===== config.mk =====
export PLATFORM = sky130hd
export DESIGN_NAME = alu_arbiter_flat
export DESIGN_NICKNAME = d
export VERILOG_FILES = /design/src/rtl/alu_arbiter_if.sv /design/src/rtl/alu_arbiter.sv /design/src/flat_wrapper.sv
export SDC_FILE = /design/constraint.sdc
export NUM_CORES = 1
export LEC_CHECK = 0
export CAP_MARGIN = 10
export CORE_MARGIN = 1
export CORE_UTILIZATION = 39
export DETAILED_ROUTE_END_ITERATION = 10
export PLACE_DENSITY_LB_ADDON = 0.25
export SLEW_MARGIN = 10
export SYNTH_ARGS = -nofsm -noshare
export SYNTH_HDL_FRONTEND = slang
export SYNTH_SLANG_ARGS = --single-unit

===== constraint.sdc =====
create_clock -name i_clk -period 6 [get_ports i_clk]
set_clock_uncertainty 0.2 [all_clocks]
set_input_delay 1.2 -clock i_clk [delete_from_list [all_inputs] [get_ports i_clk]]
set_output_delay 1.2 -clock i_clk [all_outputs]
set_load 0.01 [all_outputs]

===== src/rtl/alu_arbiter_if.sv =====
// Request, ALU-side and response signals shared between alu_arbiter and its neighbours.
// slave is the arbiter's view; master is the view of the requesters, ALU and consumer.
interface alu_arbiter_if;
  logic        i_req0_valid;
  logic        o_req0_ready;
  logic [31:0] i_req0_a;
  logic [31:0] i_req0_b;
  logic [2:0]  i_req0_funct3;
  logic        i_req0_alt;
  logic        i_req1_valid;
  logic        o_req1_ready;
  logic [31:0] i_req1_a;
  logic [31:0] i_req1_b;
  logic [2:0]  i_req1_funct3;
  logic        i_req1_alt;
  logic [31:0] o_alu_a;
  logic [31:0] o_alu_b;
  logic [2:0]  o_alu_op;
  logic [31:0] i_alu_result;
  logic        o_rsp_valid;
  logic        i_rsp_ready;
  logic [31:0] o_rsp_data;
  logic        o_rsp_id;

  modport slave (
    input  i_req0_valid, i_req0_a, i_req0_b,
    input  i_req0_funct3, i_req0_alt,
    input  i_req1_valid, i_req1_a, i_req1_b,
    input  i_req1_funct3, i_req1_alt,
    input  i_alu_result, i_rsp_ready,
    output o_req0_ready, o_req1_ready,
    output o_alu_a, o_alu_b, o_alu_op,
    output o_rsp_valid, o_rsp_data, o_rsp_id
  );

  modport master (
    output i_req0_valid, i_req0_a, i_req0_b,
    output i_req0_funct3, i_req0_alt,
    output i_req1_valid, i_req1_a, i_req1_b,
    output i_req1_funct3, i_req1_alt,
    output i_alu_result, i_rsp_ready,
    input  o_req0_ready, o_req1_ready,
    input  o_alu_a, o_alu_b, o_alu_op,
    input  o_rsp_valid, o_rsp_data, o_rsp_id
  );
endinterface


===== src/rtl/alu_arbiter.sv =====
// Round-robin sharing of one registered ALU between two RV32I requesters.
// Define ALU_ARBITER_SRA_EN to add sign fill for SRA; otherwise SRA acts as SRL.
module alu_arbiter #(
  parameter bit RESET_PRIORITY = 1'b0,
  parameter int SHAMT_W        = 5
) (
  input  logic          i_clk,
  input  logic          i_rst_n,
  alu_arbiter_if.slave  bus
);

  typedef enum logic [1:0] {
    IDLE,
    EXEC,
    RESP
  } state_t;

  localparam logic [31:0] SH_MASK =
    32'((64'd1 << SHAMT_W) - 64'd1);

  function automatic logic [31:0] rev32(
    input logic [31:0] x
  );
    logic [31:0] r;
    for (int i = 0; i < 32; i++) r[i] = x[31-i];
    return r;
  endfunction

  state_t      state_q, state_d;
  logic        prio_q;
  logic        id_q;
  logic        rev_q;
  logic        rsp_id_q;
  logic [31:0] data_q;

  logic        any, gnt, acc;
  logic        rdy0, rdy1;
  logic [31:0] sel_a, sel_b;
  logic [2:0]  sel_f3;
  logic        sel_alt;
  logic [31:0] alu_a, alu_b;
  logic [2:0]  alu_op;
  logic        rev_d;
  logic [31:0] res;

`ifdef ALU_ARBITER_SRA_EN
  logic               sra_d;
  logic               sra_q;
  logic               a31_q;
  logic [SHAMT_W-1:0] shamt_q;
`endif

  always_comb begin
    state_d = state_q;
    any     = bus.i_req0_valid | bus.i_req1_valid;
    gnt     = 1'b0;
    rdy0    = 1'b0;
    rdy1    = 1'b0;
    acc     = 1'b0;
    alu_a   = '0;
    alu_b   = '0;
    alu_op  = 3'b000;
    rev_d   = 1'b0;
`ifdef ALU_ARBITER_SRA_EN
    sra_d   = 1'b0;
`endif
    // Contention goes to the priority holder.
    if (bus.i_req0_valid && bus.i_req1_valid) gnt = prio_q;
    else gnt = bus.i_req1_valid;
    sel_a   = gnt ? bus.i_req1_a      : bus.i_req0_a;
    sel_b   = gnt ? bus.i_req1_b      : bus.i_req0_b;
    sel_f3  = gnt ? bus.i_req1_funct3 : bus.i_req0_funct3;
    sel_alt = gnt ? bus.i_req1_alt    : bus.i_req0_alt;
    unique case (state_q)
      IDLE: begin
        if (any) begin
          acc     = 1'b1;
          rdy0    = ~gnt;
          rdy1    = gnt;
          state_d = EXEC;
          alu_a   = sel_a;
          alu_b   = sel_b;
          unique case (sel_f3)
            3'b000: begin
              alu_op = 3'b000;
              if (sel_alt) alu_b = ~sel_b + 32'd1;
            end
            // SLL runs as SRL on the reversed operand.
            3'b001: begin
              alu_op = 3'b101;
              alu_a  = rev32(sel_a);
              alu_b  = sel_b & SH_MASK;
              rev_d  = 1'b1;
            end
            3'b010: alu_op = 3'b010;
            3'b011: alu_op = 3'b011;
            3'b100: alu_op = 3'b100;
            3'b101: begin
              alu_op = 3'b101;
              alu_b  = sel_b & SH_MASK;
`ifdef ALU_ARBITER_SRA_EN
              sra_d  = sel_alt;
`endif
            end
            3'b110: alu_op = 3'b110;
            3'b111: alu_op = 3'b111;
            default: alu_op = 3'b000;
          endcase
        end
      end
      EXEC: state_d = RESP;
      RESP: if (bus.i_rsp_ready) state_d = IDLE;
      default: state_d = IDLE;
    endcase
  end

  always_comb begin
    res = rev_q ? rev32(bus.i_alu_result)
                : bus.i_alu_result;
`ifdef ALU_ARBITER_SRA_EN
    if (sra_q && a31_q)
      res = res | ~(32'hFFFF_FFFF >> shamt_q);
`endif
  end

  always_ff @(posedge i_clk or negedge i_rst_n) begin
    if (!i_rst_n) begin
      state_q  <= IDLE;
      prio_q   <= RESET_PRIORITY;
      id_q     <= 1'b0;
      rev_q    <= 1'b0;
      rsp_id_q <= 1'b0;
      data_q   <= '0;
`ifdef ALU_ARBITER_SRA_EN
      sra_q    <= 1'b0;
      a31_q    <= 1'b0;
      shamt_q  <= '0;
`endif
    end else begin
      state_q <= state_d;
      if (acc) begin
        id_q   <= gnt;
        rev_q  <= rev_d;
        prio_q <= ~gnt;
`ifdef ALU_ARBITER_SRA_EN
        sra_q   <= sra_d;
        a31_q   <= sel_a[31];
        shamt_q <= sel_b[SHAMT_W-1:0];
`endif
      end
      if (state_q == EXEC) begin
        data_q   <= res;
        rsp_id_q <= id_q;
      end
    end
  end

  assign bus.o_req0_ready = rdy0;
  assign bus.o_req1_ready = rdy1;
  assign bus.o_alu_a      = alu_a;
  assign bus.o_alu_b      = alu_b;
  assign bus.o_alu_op     = alu_op;
  assign bus.o_rsp_valid  = (state_q == RESP);
  assign bus.o_rsp_data   = data_q;
  assign bus.o_rsp_id     = rsp_id_q;

endmodule

===== src/flat_wrapper.sv =====
// flat-port wrapper written by rule: the top's interface ports become plain ports
module alu_arbiter_flat 
#(
  parameter bit RESET_PRIORITY = 1'b0,
  parameter int SHAMT_W        = 5
)
  (i_clk, i_rst_n, bus_i_req0_valid, bus_i_req0_a, bus_i_req0_b, bus_i_req0_funct3, bus_i_req0_alt, bus_i_req1_valid, bus_i_req1_a, bus_i_req1_b, bus_i_req1_funct3, bus_i_req1_alt, bus_i_alu_result, bus_i_rsp_ready, bus_o_req0_ready, bus_o_req1_ready, bus_o_alu_a, bus_o_alu_b, bus_o_alu_op, bus_o_rsp_valid, bus_o_rsp_data, bus_o_rsp_id);
  alu_arbiter_if bus_i ();
  input  logic i_clk;
  input  logic i_rst_n;
  input wire logic [$bits(bus_i.i_req0_valid)-1:0] bus_i_req0_valid;
  input wire logic [$bits(bus_i.i_req0_a)-1:0] bus_i_req0_a;
  input wire logic [$bits(bus_i.i_req0_b)-1:0] bus_i_req0_b;
  input wire logic [$bits(bus_i.i_req0_funct3)-1:0] bus_i_req0_funct3;
  input wire logic [$bits(bus_i.i_req0_alt)-1:0] bus_i_req0_alt;
  input wire logic [$bits(bus_i.i_req1_valid)-1:0] bus_i_req1_valid;
  input wire logic [$bits(bus_i.i_req1_a)-1:0] bus_i_req1_a;
  input wire logic [$bits(bus_i.i_req1_b)-1:0] bus_i_req1_b;
  input wire logic [$bits(bus_i.i_req1_funct3)-1:0] bus_i_req1_funct3;
  input wire logic [$bits(bus_i.i_req1_alt)-1:0] bus_i_req1_alt;
  input wire logic [$bits(bus_i.i_alu_result)-1:0] bus_i_alu_result;
  input wire logic [$bits(bus_i.i_rsp_ready)-1:0] bus_i_rsp_ready;
  output wire logic [$bits(bus_i.o_req0_ready)-1:0] bus_o_req0_ready;
  output wire logic [$bits(bus_i.o_req1_ready)-1:0] bus_o_req1_ready;
  output wire logic [$bits(bus_i.o_alu_a)-1:0] bus_o_alu_a;
  output wire logic [$bits(bus_i.o_alu_b)-1:0] bus_o_alu_b;
  output wire logic [$bits(bus_i.o_alu_op)-1:0] bus_o_alu_op;
  output wire logic [$bits(bus_i.o_rsp_valid)-1:0] bus_o_rsp_valid;
  output wire logic [$bits(bus_i.o_rsp_data)-1:0] bus_o_rsp_data;
  output wire logic [$bits(bus_i.o_rsp_id)-1:0] bus_o_rsp_id;
  assign bus_i.i_req0_valid = bus_i_req0_valid;
  assign bus_i.i_req0_a = bus_i_req0_a;
  assign bus_i.i_req0_b = bus_i_req0_b;
  assign bus_i.i_req0_funct3 = bus_i_req0_funct3;
  assign bus_i.i_req0_alt = bus_i_req0_alt;
  assign bus_i.i_req1_valid = bus_i_req1_valid;
  assign bus_i.i_req1_a = bus_i_req1_a;
  assign bus_i.i_req1_b = bus_i_req1_b;
  assign bus_i.i_req1_funct3 = bus_i_req1_funct3;
  assign bus_i.i_req1_alt = bus_i_req1_alt;
  assign bus_i.i_alu_result = bus_i_alu_result;
  assign bus_i.i_rsp_ready = bus_i_rsp_ready;
  assign bus_o_req0_ready = bus_i.o_req0_ready;
  assign bus_o_req1_ready = bus_i.o_req1_ready;
  assign bus_o_alu_a = bus_i.o_alu_a;
  assign bus_o_alu_b = bus_i.o_alu_b;
  assign bus_o_alu_op = bus_i.o_alu_op;
  assign bus_o_rsp_valid = bus_i.o_rsp_valid;
  assign bus_o_rsp_data = bus_i.o_rsp_data;
  assign bus_o_rsp_id = bus_i.o_rsp_id;
  alu_arbiter #(.RESET_PRIORITY(RESET_PRIORITY), .SHAMT_W(SHAMT_W)) u_core (.i_clk(i_clk), .i_rst_n(i_rst_n), .bus(bus_i));
endmodule

* Word-level counts from Yosys, hierarchy flattened
Index checks and enable logic that the tools add are counted.
Operators by class: add/subtract/negate cells 1, equality and inequality tests 11, mux-type cells 28, bitwise gates (word level) 3, reductions and logical operators 5
Operator list (count):
- 32-bit two-way mux | 9
- 32-bit case mux with 2 select lines | 1
- 32-bit by 1-bit adder with 32-bit output, second input constant | 1
- 32-bit NOT | 1
- 3-bit case mux with 7 select lines | 1
- 3-bit == test, second input constant | 4
- 1-bit two-way mux | 11
- 3-bit two-way mux | 3
- 3-bit by 2-bit == test with 1-bit output, second input constant | 2
- 2-bit case mux with 3 select lines | 1
- 2-bit two-way mux | 2
- 3-bit by 1-bit == test with 1-bit output, second input constant | 1
- 3-bit logical NOT | 1
- 2-bit by 1-bit == test with 1-bit output, second input constant | 1
- 2-bit == test, second input constant | 1
- 2-bit logical NOT | 1
- 2-bit by 1-bit != test with 1-bit output, second input constant | 1
- 2-bit != test, second input constant | 1
- 2-bit AND reduction | 1
- 2-bit OR reduction | 1
- 1-bit logical AND | 1
- 1-bit NOT | 1
- 1-bit OR | 1
Word-level totals: register bits 38, input port bits 173, output and inout port bits 103, word-level logic and storage cells 54

* Depth between registers and ports, before layout
Gate-level depths: netlist of run 1.
depth after elaboration 9, gate-level depth with buffers 14, mapped depth without buffers 10

* Least setup slack after synthesis of run 1
No wires, ideal clock.
path kind input-to-output, from input port bus_i_req0_valid, to output port bus_o_alu_b[26], data arrival time 4.409 ns, data required time 4.600 ns, path slack 0.191 ns, cell stages on the path 14, path buffers 4, cell sequence nand2b_1 clkbuf_1 nand2_1 buf_2 buf_2 buf_2 mux2i_1 ha_1 or4b_2 a2111oi_0 o22ai_1 o21ai_0 xnor2_1 nor2_1
Between the ends: cells in the longest elaborated chain, start to end 9, elaborated cells on any way between the ends 16, those cells by class 1 x add/sub; 2 x eq/ne; 8 x mux; 2 x bitwise; 3 x reduce/logical
RTL lines:
- start: declaration | line flat_wrapper.sv:11 | input wire logic [$bits(bus_i.i_req0_valid)-1:0] bus_i_req0_valid;
- 1-bit logical AND | line alu_arbiter.sv:68 | if (bus.i_req0_valid && bus.i_req1_valid) gnt = prio_q;
- 1-bit two-way mux | line alu_arbiter.sv:68
- 32-bit two-way mux | line alu_arbiter.sv:71 | sel_b = gnt ? bus.i_req1_b : bus.i_req0_b;
- 32-bit NOT | line alu_arbiter.sv:86 | if (sel_alt) alu_b = ~sel_b + 32'd1;
- 32-bit by 1-bit adder with 32-bit output | line alu_arbiter.sv:86
- 32-bit two-way mux | line alu_arbiter.sv:86
- 32-bit case mux with 2 select lines | line alu_arbiter.sv:83 | unique case (sel_f3)
- 32-bit two-way mux * | line alu_arbiter.sv:76 | if (any) begin
- 32-bit two-way mux * | line alu_arbiter.sv:74 | unique case (state_q)
- end: declaration | line flat_wrapper.sv:26 | output wire logic [$bits(bus_i.o_alu_b)-1:0] bus_o_alu_b;
Mark *: on every way between the ends. The rest lies on a longest branch, timed or not.

* Final worst setup path of run 1
from input port bus_i_req0_valid, to output port bus_o_alu_b[10]
Same word-level chain as after synthesis.

==> results_dict.tcl, run 1 <==
set metrics [dict create \
    setup_ws_ns 0.161 \
    synth_top_area_share_pct 20.6 \
    whs_path_depth 2 \
    crit_path_start_kind "input port" \
    nets 976 \
    antenna_found_initial 0 \
    via_per_inst 5.94 \
    hp-start "u_core.bus.o_rsp_data[22]" \
    fin_cells 945 \
    critPathMaxFanout 3 \
    place_congestion 0.985 \
    cap_violations 0 \
    start_util_pct 40.2 \
    synth.avg_cell_area_sq_um 8.63 \
    ant_nets 0 \
    leakage_nw 3.01 \
    place_area_sq_um 7590 \
    cts_made_buffers 5 \
    regToRegSetupSlack_ns 3.76 \
    async_flop_share_pct 100 \
    drive_gt1_share_pct 11.8 \
    fin_crit_sh_pct 97.3 \
    path_clk_slew_ns 0.05 \
    dr.first_iter.drc_count 525 \
    rows 39 \
    max-clock-path-buffers 2 \
    dpl.hpwl_mm 14.9 \
    slew_headroom_pct 29.9 \
    syn_area_sq_um 4610 \
    syn_inst 534 \
    r2r-start "u_core.prio_q" \
    path_class "input port to output pin" \
    yosys.area.top_type "dfrtp_1" \
    synth_nets 708 \
    vias 5617 \
    arrival_ns 4.44 \
    final_area_sq_um 7820 \
    grt_pass1_wl_mm 30.1 \
    ir_worst_vdd_v 0.000225 \
    diodes 0 \
    reg2regPathDepth 8 \
    power.density_nw_per_um2 298 \
    port_buffers 275 \
    core_sq_um 11500 \
    routed_wl_mm 18.8 \
    clk_latency_ns 0.28 \
    synth_edf_count 0 \
    drc_errors 0 \
    max_freq_ghz 0.171 \
    grt_max_degree 67 \
    ios 276 \
    synth_seq_cells 38 \
    yosys-top-cells-area "dfrtp_1 21%, mux4_2 16%, mux2i_1 13%, o21ai_0 4.8%, and2_1 4.6%" \
    cts_tree "yes" \
    ys.flop_type "dfrtp_1" \
    critPathCaptureType "output pin" \
    rsz0062_at_grt "false" \
    first_pass_iters 7 \
    hold_viol 0 \
    synth-warning-count 0 \
    synth_common_cells "62 x mux2i_1, 48 x nor2_1, 47 x nand2_1" \
    grt_util_all_layers_pct 30.3 \
    die_w_um 111 \
    ys_types 53 \
    final_max_slew_viol_count 0 \
    hold_slack_ns 0.276 \
    die-height_um 111 \
    place_ws_ns -0.0428 \
    grt-ovfl-total 0 \
    area_growth_pct 69.6 \
    ys_seq_area_share_pct 20.6 \
    htreeDepth 2 \
    power.total_w 0.00233 \
    tightest_slew_ns 1.05 \
    fin_crit_ns 5.84 \
    yosys.cell_count.top_type "mux2i_1" \
    grt_pass1_vias 5628 \
    cts_num_sinks 38 \
    r2r_end "u_core.rev_q" \
    die_area_sq_um 12300 \
    status "finished, final reports clean" \
    setup_violations 0 \
    hold_path_class "register to register" \
    n_fill_cell 910 \
    wl_per_cell_um 19.9 \
    clock-root-buffer "clkbuf_16" \
    holdPathEnd "u_core.bus.o_rsp_data[22]" \
    required_ns 4.60 \
    dp.cells 936 \
]
## state kept, by name (all words and copies together) (netlist names)
name                   cells
u_core.bus.o_rsp_data     32
u_core.state_q             2
u_core.bus.o_rsp_id        1
u_core.id_q                1
u_core.prio_q              1
u_core.rev_q               1
## worst max-delay path: stages
cell and delay (ns):
clkdlybuf4s50_1 0.49, nand2b_1 0.11, nand2_2 0.12, mux2i_2 0.27, ha_2 0.25, or4b_2 0.64, a2111oi_4 0.29, buf_4 0.16
nor2_1 0.04, nand3_1 0.09, nor3b_1 0.20, clkdlybuf4s50_1 0.57
## cells by family (layout without fill, tap and decap cells)
kind of cell    count (synthesis)  after routing  synth area share, %
compound gates                117            117                 16.8
fa+ha+maj                       1              1                0.271
buf+inv                        48            316                 4.07
mux                            97             97                 29.8
xor+xnor                       25             25                 4.75
flops                          38             38                 20.6
simple gates                  208            208                 23.7
## metal layers
layer	up-vias	part of all wire (%)	GRT usage, %
met1	2671	38	36.4
met2	326	51	54.4
met5	-	0	0
met3	58	7.3	5.03
met4	0	3.5	10.5
li1	2562	-	-
## placed cells by master (no fill, tap or decap), types with 6 or more instances in the layout
| cell | Yosys | routed |
|---|---|---|
| a31oi_1 | 8 | 7 |
| xnor2_1 | 6 | 6 |
| a2111oi_0 | 9 | 8 |
| nor4_1 | 10 | 9 |
| nand2b_1 | 9 | 8 |
| xor2_1 | 19 | 19 |
| or3_1 | 11 | 11 |
| nor3_1 | 12 | 12 |
| buf_4 | 0 | 28 |
| or4_1 | 8 | 8 |
| and2_1 | 34 | 34 |
| dfrtp_1 | 38 | 38 |
| o21ai_0 | 44 | 43 |
| nand3_1 | 9 | 9 |
| a21oi_1 | 14 | 14 |
| nand2_1 | 47 | 46 |
| clkdlybuf4s50_1 | 0 | 272 |
| mux4_2 | 32 | 32 |
| mux2i_1 | 62 | 60 |
| nor2_1 | 48 | 47 |
## per-stage QoR
step / utilization [%] / TNS, ns
6_report: 68.2 / 0
5_1_grt: 68.2 / 0
4_1_cts: 67.7 / 0
3_5_place_dp: 66.2 / -0.0428
3_3_place_gp: 66.2 / 0
2_1_floorplan: - / 0
## how the worst max path moves through the flow
stage | to | from | slack, ns
2_1_floorplan | bus_o_alu_b[26] | bus_i_req0_valid | 0.19
3_3_place_gp | bus_o_alu_b[26] | bus_i_req0_valid | 0.002
3_5_place_dp | bus_o_alu_b[26] | bus_i_req0_valid | -0.04
4_1_cts | bus_o_alu_b[26] | bus_i_req0_valid | 0.002
5_1_grt | bus_o_alu_b[10] | bus_i_req0_valid | 0.06
6_report | bus_o_alu_b[10] | bus_i_req0_valid | 0.16
## what timing repair did
item,in CTS,in global routing
hold buffers,0,0
endpoints found under the setup margin,2,3
resized for setup,2,9
setup buffers,0,2
pin swaps,0,3
## cell type report
| class | count | area, sq um | area share (%) |
|---|---|---|---|
| tap | 143 | 179 | 2.29 |
| multi-input combinational | 448 | 3530 | 45.1 |
| inverter | 5 | 18.8 | 0.240 |
| sequential | 38 | 951 | 12.2 |
| timing repair buffer | 304 | 2970 | 38.0 |
| clock inverter | 1 | 30.0 | 0.384 |
| clock buffer | 6 | 139 | 1.78 |
## where the power goes
group          internal, W  switching [W]
logic             0.000836       0.000743
clock network     0.000205      0.0000991
registers         0.000384      0.0000658
(Power assumes the default switching activity.)
==> inputs of run 2 (changes only) <==
--- a/config.mk
+++ b/config.mk
@@ -7,7 +7,7 @@
 export LEC_CHECK = 0
 export CAP_MARGIN = 10
 export CORE_MARGIN = 1
-export CORE_UTILIZATION = 39
+export CORE_UTILIZATION = 35
 export DETAILED_ROUTE_END_ITERATION = 10
 export PLACE_DENSITY_LB_ADDON = 0.25
 export SLEW_MARGIN = 10
==> constraint.sdc (replaced) <==
create_clock -name i_clk -period 4.73 [get_ports i_clk]
set_clock_uncertainty 0.2 [all_clocks]
set_input_delay 0.946 -clock i_clk [delete_from_list [all_inputs] [get_ports i_clk]]
set_output_delay 0.946 -clock i_clk [all_outputs]
set_load 0.01 [all_outputs]
==> results_dict.tcl, run 2 (synthesis gave the netlist of run 1 again) <==
set metrics [dict create \
    wl_per_cell_um 19.2 \
    vias 5949 \
    p_sw_share_pct 39.1 \
    grt-ovfl-total 0 \
    critPathMaxFanout 2 \
    dr.first_iter.drc_count 330 \
    whs_path_depth 2 \
    place_congestion 0.930 \
    antenna_found_initial 1 \
    drive_gt1_share_pct 23.0 \
    power.density_nw_per_um2 346 \
    n_fill_cell 1045 \
    path_class "input port to output pin" \
    start_util_pct 36.2 \
    crit_path_start_kind "input port" \
    pwr-share-clk_pct 10.9 \
    final_max_slew_viol_count 0 \
    rsz0062_at_grt "true" \
    ir_worst_vdd_v 0.000182 \
    core_sq_um 12700 \
    reg2regPathDepth 8 \
    tightest_slew_ns 1.01 \
    die_area_sq_um 13600 \
    required_ns 3.58 \
    dpl.hpwl_mm 15.5 \
    setup_violations 0 \
    grt_pass1_wl_mm 30.0 \
    seq_power_share_pct 20.5 \
    setup_ws_ns 0.0520 \
    drc_errors 0 \
    path_clk_slew_ns 0.05 \
    hold_path_class "register to register" \
    power_frac_comb_pct 68.6 \
    p_sw_w 0.00118 \
    nets 1057 \
    cts_tree "yes" \
    final_cell_mix "251 x clkdlybuf4s50_1, 99 x buf_4, 59 x mux2i_1, 47 x nor2_1, 46 x nand2_1" \
    slew_headroom_pct 32.9 \
    fin_crit_ns 4.68 \
    fin_crit_sh_pct 98.9 \
    grt_pass1_vias 6075 \
    max_freq_ghz 0.214 \
    routed_wl_mm 20.3 \
    leakage_nw 3.61 \
    cts_made_buffers 5 \
    cap_violations 0 \
    clock-root-buffer "clkbuf_16" \
    largest_reg_flops 32 \
    rows 41 \
    hold_viol 0 \
    area_growth_pct 89.8 \
    cts_num_sinks 38 \
    clk_latency_ns 0.27 \
    die_w_um 117 \
    utilization_pct 68.8 \
    grt_util_all_layers_pct 28.3 \
    critPathCaptureType "output pin" \
    ant_nets 0 \
    ios 276 \
    htreeDepth 2 \
    via_per_inst 5.63 \
    grt_max_degree 67 \
    die-height_um 117 \
    arrival_ns 3.53 \
    cts_hold_buf 0 \
    internal_power_w 0.00184 \
    status "finished, final reports clean" \
    max-clock-path-buffers 2 \
    first_pass_iters 5 \
    place_ws_ns -0.748 \
    port_buffers 275 \
    layout.cells.most_common "clkdlybuf4s50_1" \
]
run 2: changes by cell type in the layout (fill, tap and decap cells not counted), sizes merged, moves of 2 or more:
cell | before | now
dlygate4sd2 | 0 | 7
clkdlybuf4s50 | 272 | 251
clkbuf | 6 | 11
bufbuf | 0 | 2
dlymetal6s2s | 2 | 8
clkdlybuf4s15 | 0 | 2
buf | 30 | 111
run 2: final cells by class:
cell class                      count  area (sq um)  area share, %
Clock inverter                      1          5.00         0.0572
Tap cell                          172           215           2.46
Antenna cell                        1          2.50         0.0286
Sequential cell                    38           952           10.9
Clock buffer                        7           143           1.63
Inverter                            5          18.8          0.214
Timing Repair Buffer              385          3700           42.3
Multi-Input combinational cell    448          3710           42.4
run 2: worst paths after layout:
kind / startpoint / endpoint / slack (ns)
setup / recovery: bus_i_req1_b[2] / bus_o_alu_b[30] / 0.05
hold / removal: u_core.bus.o_rsp_data[7] / u_core.bus.o_rsp_data[7] / 0.28
setup reg to reg: u_core.prio_q / u_core.rev_q / 2.61
hold reg to reg: u_core.bus.o_rsp_data[7] / u_core.bus.o_rsp_data[7] / 0.28
max in group asynchronous: i_rst_n / u_core.rev_q / 3.19
min in group asynchronous: i_rst_n / u_core.bus.o_rsp_data[16] / 0.56
run 2: per-layer routing:
layer  global-route usage (%)  share of wire [%]  up-vias
met5                        0                  0        -
met4                     14.3                4.3        0
li1                         -                  -     2731
met1                     31.6                 36     2832
met3                     5.05                8.6       57
met2                     51.8                 51      329
run 2: timing repair:
item,4_1_cts,5_1_grt
cloned,2,0
gates resized for setup,60,29
pin swaps,16,8
buffers inserted,10,0
endpoints found under the setup margin,61,51
run 2: metrics by stage:
stage	cells	TNS, ns	hold WS, ns	power, W	cell area [sq um]
finish	1057	0	0.276	0.00303	8750
global route	1057	-0.0189	0.304	0.00322	8750
CTS	1056	0	0.281	0.00304	8650
detailed placement	1036	-18.93	0.269	0.00265	8230
global placement	1036	-17.59	0.255	0.00260	8230
floorplan	534	0	0.246	0.00154	4660
run 2: critical path, stage by stage:
cell and delay [ns]:
dlygate4sd2_1 0.25, or4_4 0.56, or3_4 0.35, or4_4 0.53, a2111oi_4 0.38, nor3_1 0.12
nor3_2 0.15, clkdlybuf4s15_2 0.25
run 2: power groups by stage:
| stage | logic (W) | clock network [W] | registers (W) |
|---|---|---|---|
| floorplan | 0.000912 | 0 | 0.000631 |
| global placement | 0.00199 | 0 | 0.000610 |
| detailed placement | 0.00203 | 0 | 0.000625 |
| CTS | 0.00208 | 0.000337 | 0.000620 |
| global route | 0.00223 | 0.000350 | 0.000642 |
| finish | 0.00208 | 0.000330 | 0.000620 |
==> inputs of run 3 (changes only) <==
--- a/config.mk
+++ b/config.mk
@@ -6,9 +6,10 @@
 export NUM_CORES = 1
 export LEC_CHECK = 0
 export CAP_MARGIN = 10
-export CORE_MARGIN = 1
-export CORE_UTILIZATION = 35
+export CORE_AREA = 2 2 108 110
 export DETAILED_ROUTE_END_ITERATION = 10
+export DIE_AREA = 0 0 110 112
+export DONT_BUFFER_PORTS = 1
 export PLACE_DENSITY_LB_ADDON = 0.25
 export SLEW_MARGIN = 10
 export SYNTH_ARGS = -nofsm -noshare
==> results_dict.tcl, run 3 (synthesis gave the netlist of run 1 again) <==
set metrics [dict create \
    dpl.hpwl_mm 12.4 \
    first_pass_iters 4 \
    die_w_um 110 \
    cap_violations 0 \
    fin_crit_ns 4.58 \
    setup_violations 0 \
    arrival_ns 3.44 \
    tightest_slew_ns 1.02 \
    largest_reg_flops 32 \
    final_area_sq_um 4980 \
    clk_latency_ns 0.28 \
    drive_gt1_share_pct 16.1 \
    grt-ovfl-total 0 \
    power.density_nw_per_um2 426 \
    power_frac_comb_pct 52.3 \
    core_sq_um 11200 \
    hold_path_class "input port to asynchronous set/reset pin" \
    via_per_inst 6.56 \
    grt_util_all_layers_pct 24.3 \
    critPathMaxFanout 6 \
    port_buffers 0 \
    place_area_sq_um 4840 \
    cts_made_buffers 5 \
    p_sw_w 0.000994 \
    grt_max_degree 67 \
    crit_path_start_kind "input port" \
    wl_per_cell_um 23.7 \
    dr.first_iter.drc_count 269 \
    slew_headroom_pct 31.9 \
    die-height_um 112 \
    fin_setup_tns_ns 0 \
    power.total_w 0.00212 \
    rows 39 \
    vias 4365 \
    seq_power_share_pct 32.0 \
    path_class "input port to output pin" \
    diodes 0 \
    cts_num_sinks 38 \
    clock-root-buffer "clkbuf_16" \
    max-clock-path-buffers 2 \
    rsz0062_at_grt "false" \
    status "finished, final reports clean" \
    ir_worst_vdd_v 0.000227 \
    path_clk_slew_ns 0.06 \
    place_congestion 0.967 \
    leakage_nw 1.90 \
    p_sw_share_pct 46.8 \
    ant_nets 0 \
    area_growth_pct 8.09 \
    hold_viol 0 \
    layout.cells.most_common "mux2i_1" \
    postCtsSetupRepairBufs 0 \
    critPathCaptureType "output pin" \
    fin_crit_sh_pct 96.9 \
    cts_hold_buf 0 \
    required_ns 3.58 \
    post_cts_resized 0 \
    grt_pass1_wl_mm 23.5 \
    n_fill_cell 1093 \
    utilization_pct 44.6 \
    max_freq_ghz 0.218 \
    drc_errors 0 \
    start_util_pct 41.3 \
    grt_pass1_vias 4532 \
    nets 695 \
    pwr-share-clk_pct 15.7 \
    cts_tree "yes" \
    final_max_slew_viol_count 0 \
    htreeDepth 2 \
    die_area_sq_um 12300 \
    final_cell_mix "62 x mux2i_1, 47 x nor2_1, 46 x nand2_1, 43 x o21ai_0, 38 x dfrtp_1" \
    routed_wl_mm 15.7 \
    internal_power_w 0.00113 \
    ios 276 \
    antenna_found_initial 0 \
]
-- run 3: area by class of cell --
class	count	area, sq um	share of cell area (%)
clock inverters	1	5.00	0.100
multi-input cells	448	3510	70.5
clock buffers	7	143	2.86
well taps	143	179	3.59
flip-flops and latches	38	951	19.1
inverters	5	18.8	0.377
repair buffers	23	173	3.46
-- run 3: critical path, stage by stage --
cell and delay, ns:
nand2b_1 0.09, nand2_4 0.12, mux2i_1 0.25, ha_1 0.30, or4b_2 0.64, a2111oi_4 0.31, o22ai_1 0.20, o21ai_1 0.24
xnor2_1 0.11, nor2_1 0.21
-- run 3: power by group through the flow --
stage / logic [W] / registers, W / clock network (W)
CTS: 0.00112 / 0.000682 / 0.000339
floorplan: 0.000912 / 0.000631 / 0
finish: 0.00111 / 0.000679 / 0.000334
global route: 0.00124 / 0.000692 / 0.000358
detailed placement: 0.00111 / 0.000689 / 0
global placement: 0.00109 / 0.000682 / 0
-- run 3: final timing paths --
kind | startpoint | end | slack, ns | cells after the start
max | bus_i_req0_valid | bus_o_alu_b[26] | 0.15 | 10
min | i_rst_n | u_core.bus.o_rsp_data[5] | 0.16 | 0
max reg2reg | u_core.prio_q | u_core.rev_q | 2.51 | 7
min reg2reg | u_core.id_q | u_core.id_q | 0.27 | 1
max in group asynchronous | i_rst_n | u_core.state_q[0] | 4.08 | 0
min in group i_clk | u_core.id_q | u_core.id_q | 0.27 | 1
-- run 3: routing by layer --
layer / GRT usage, % / vias to the layer above / wire, um
met3: 6.21 / 24 / 1590
met1: 27.8 / 2075 / 5820
met4: 7.00 / 0 / 348
li1: - / 2000 / -
met2: 43.6 / 266 / 7980
met5: 0 / - / 0
-- run 3: through the flow --
stage | worst slack [ns] | hold WS, ns | instances
floorplan | 0.00690 | 0.246 | 534
global placement | 0.237 | 0.257 | 657
detailed placement | 0.183 | 0.264 | 657
CTS | 0.176 | 0.154 | 665
global route | 0.0425 | 0.146 | 665
finish | 0.147 | 0.158 | 665
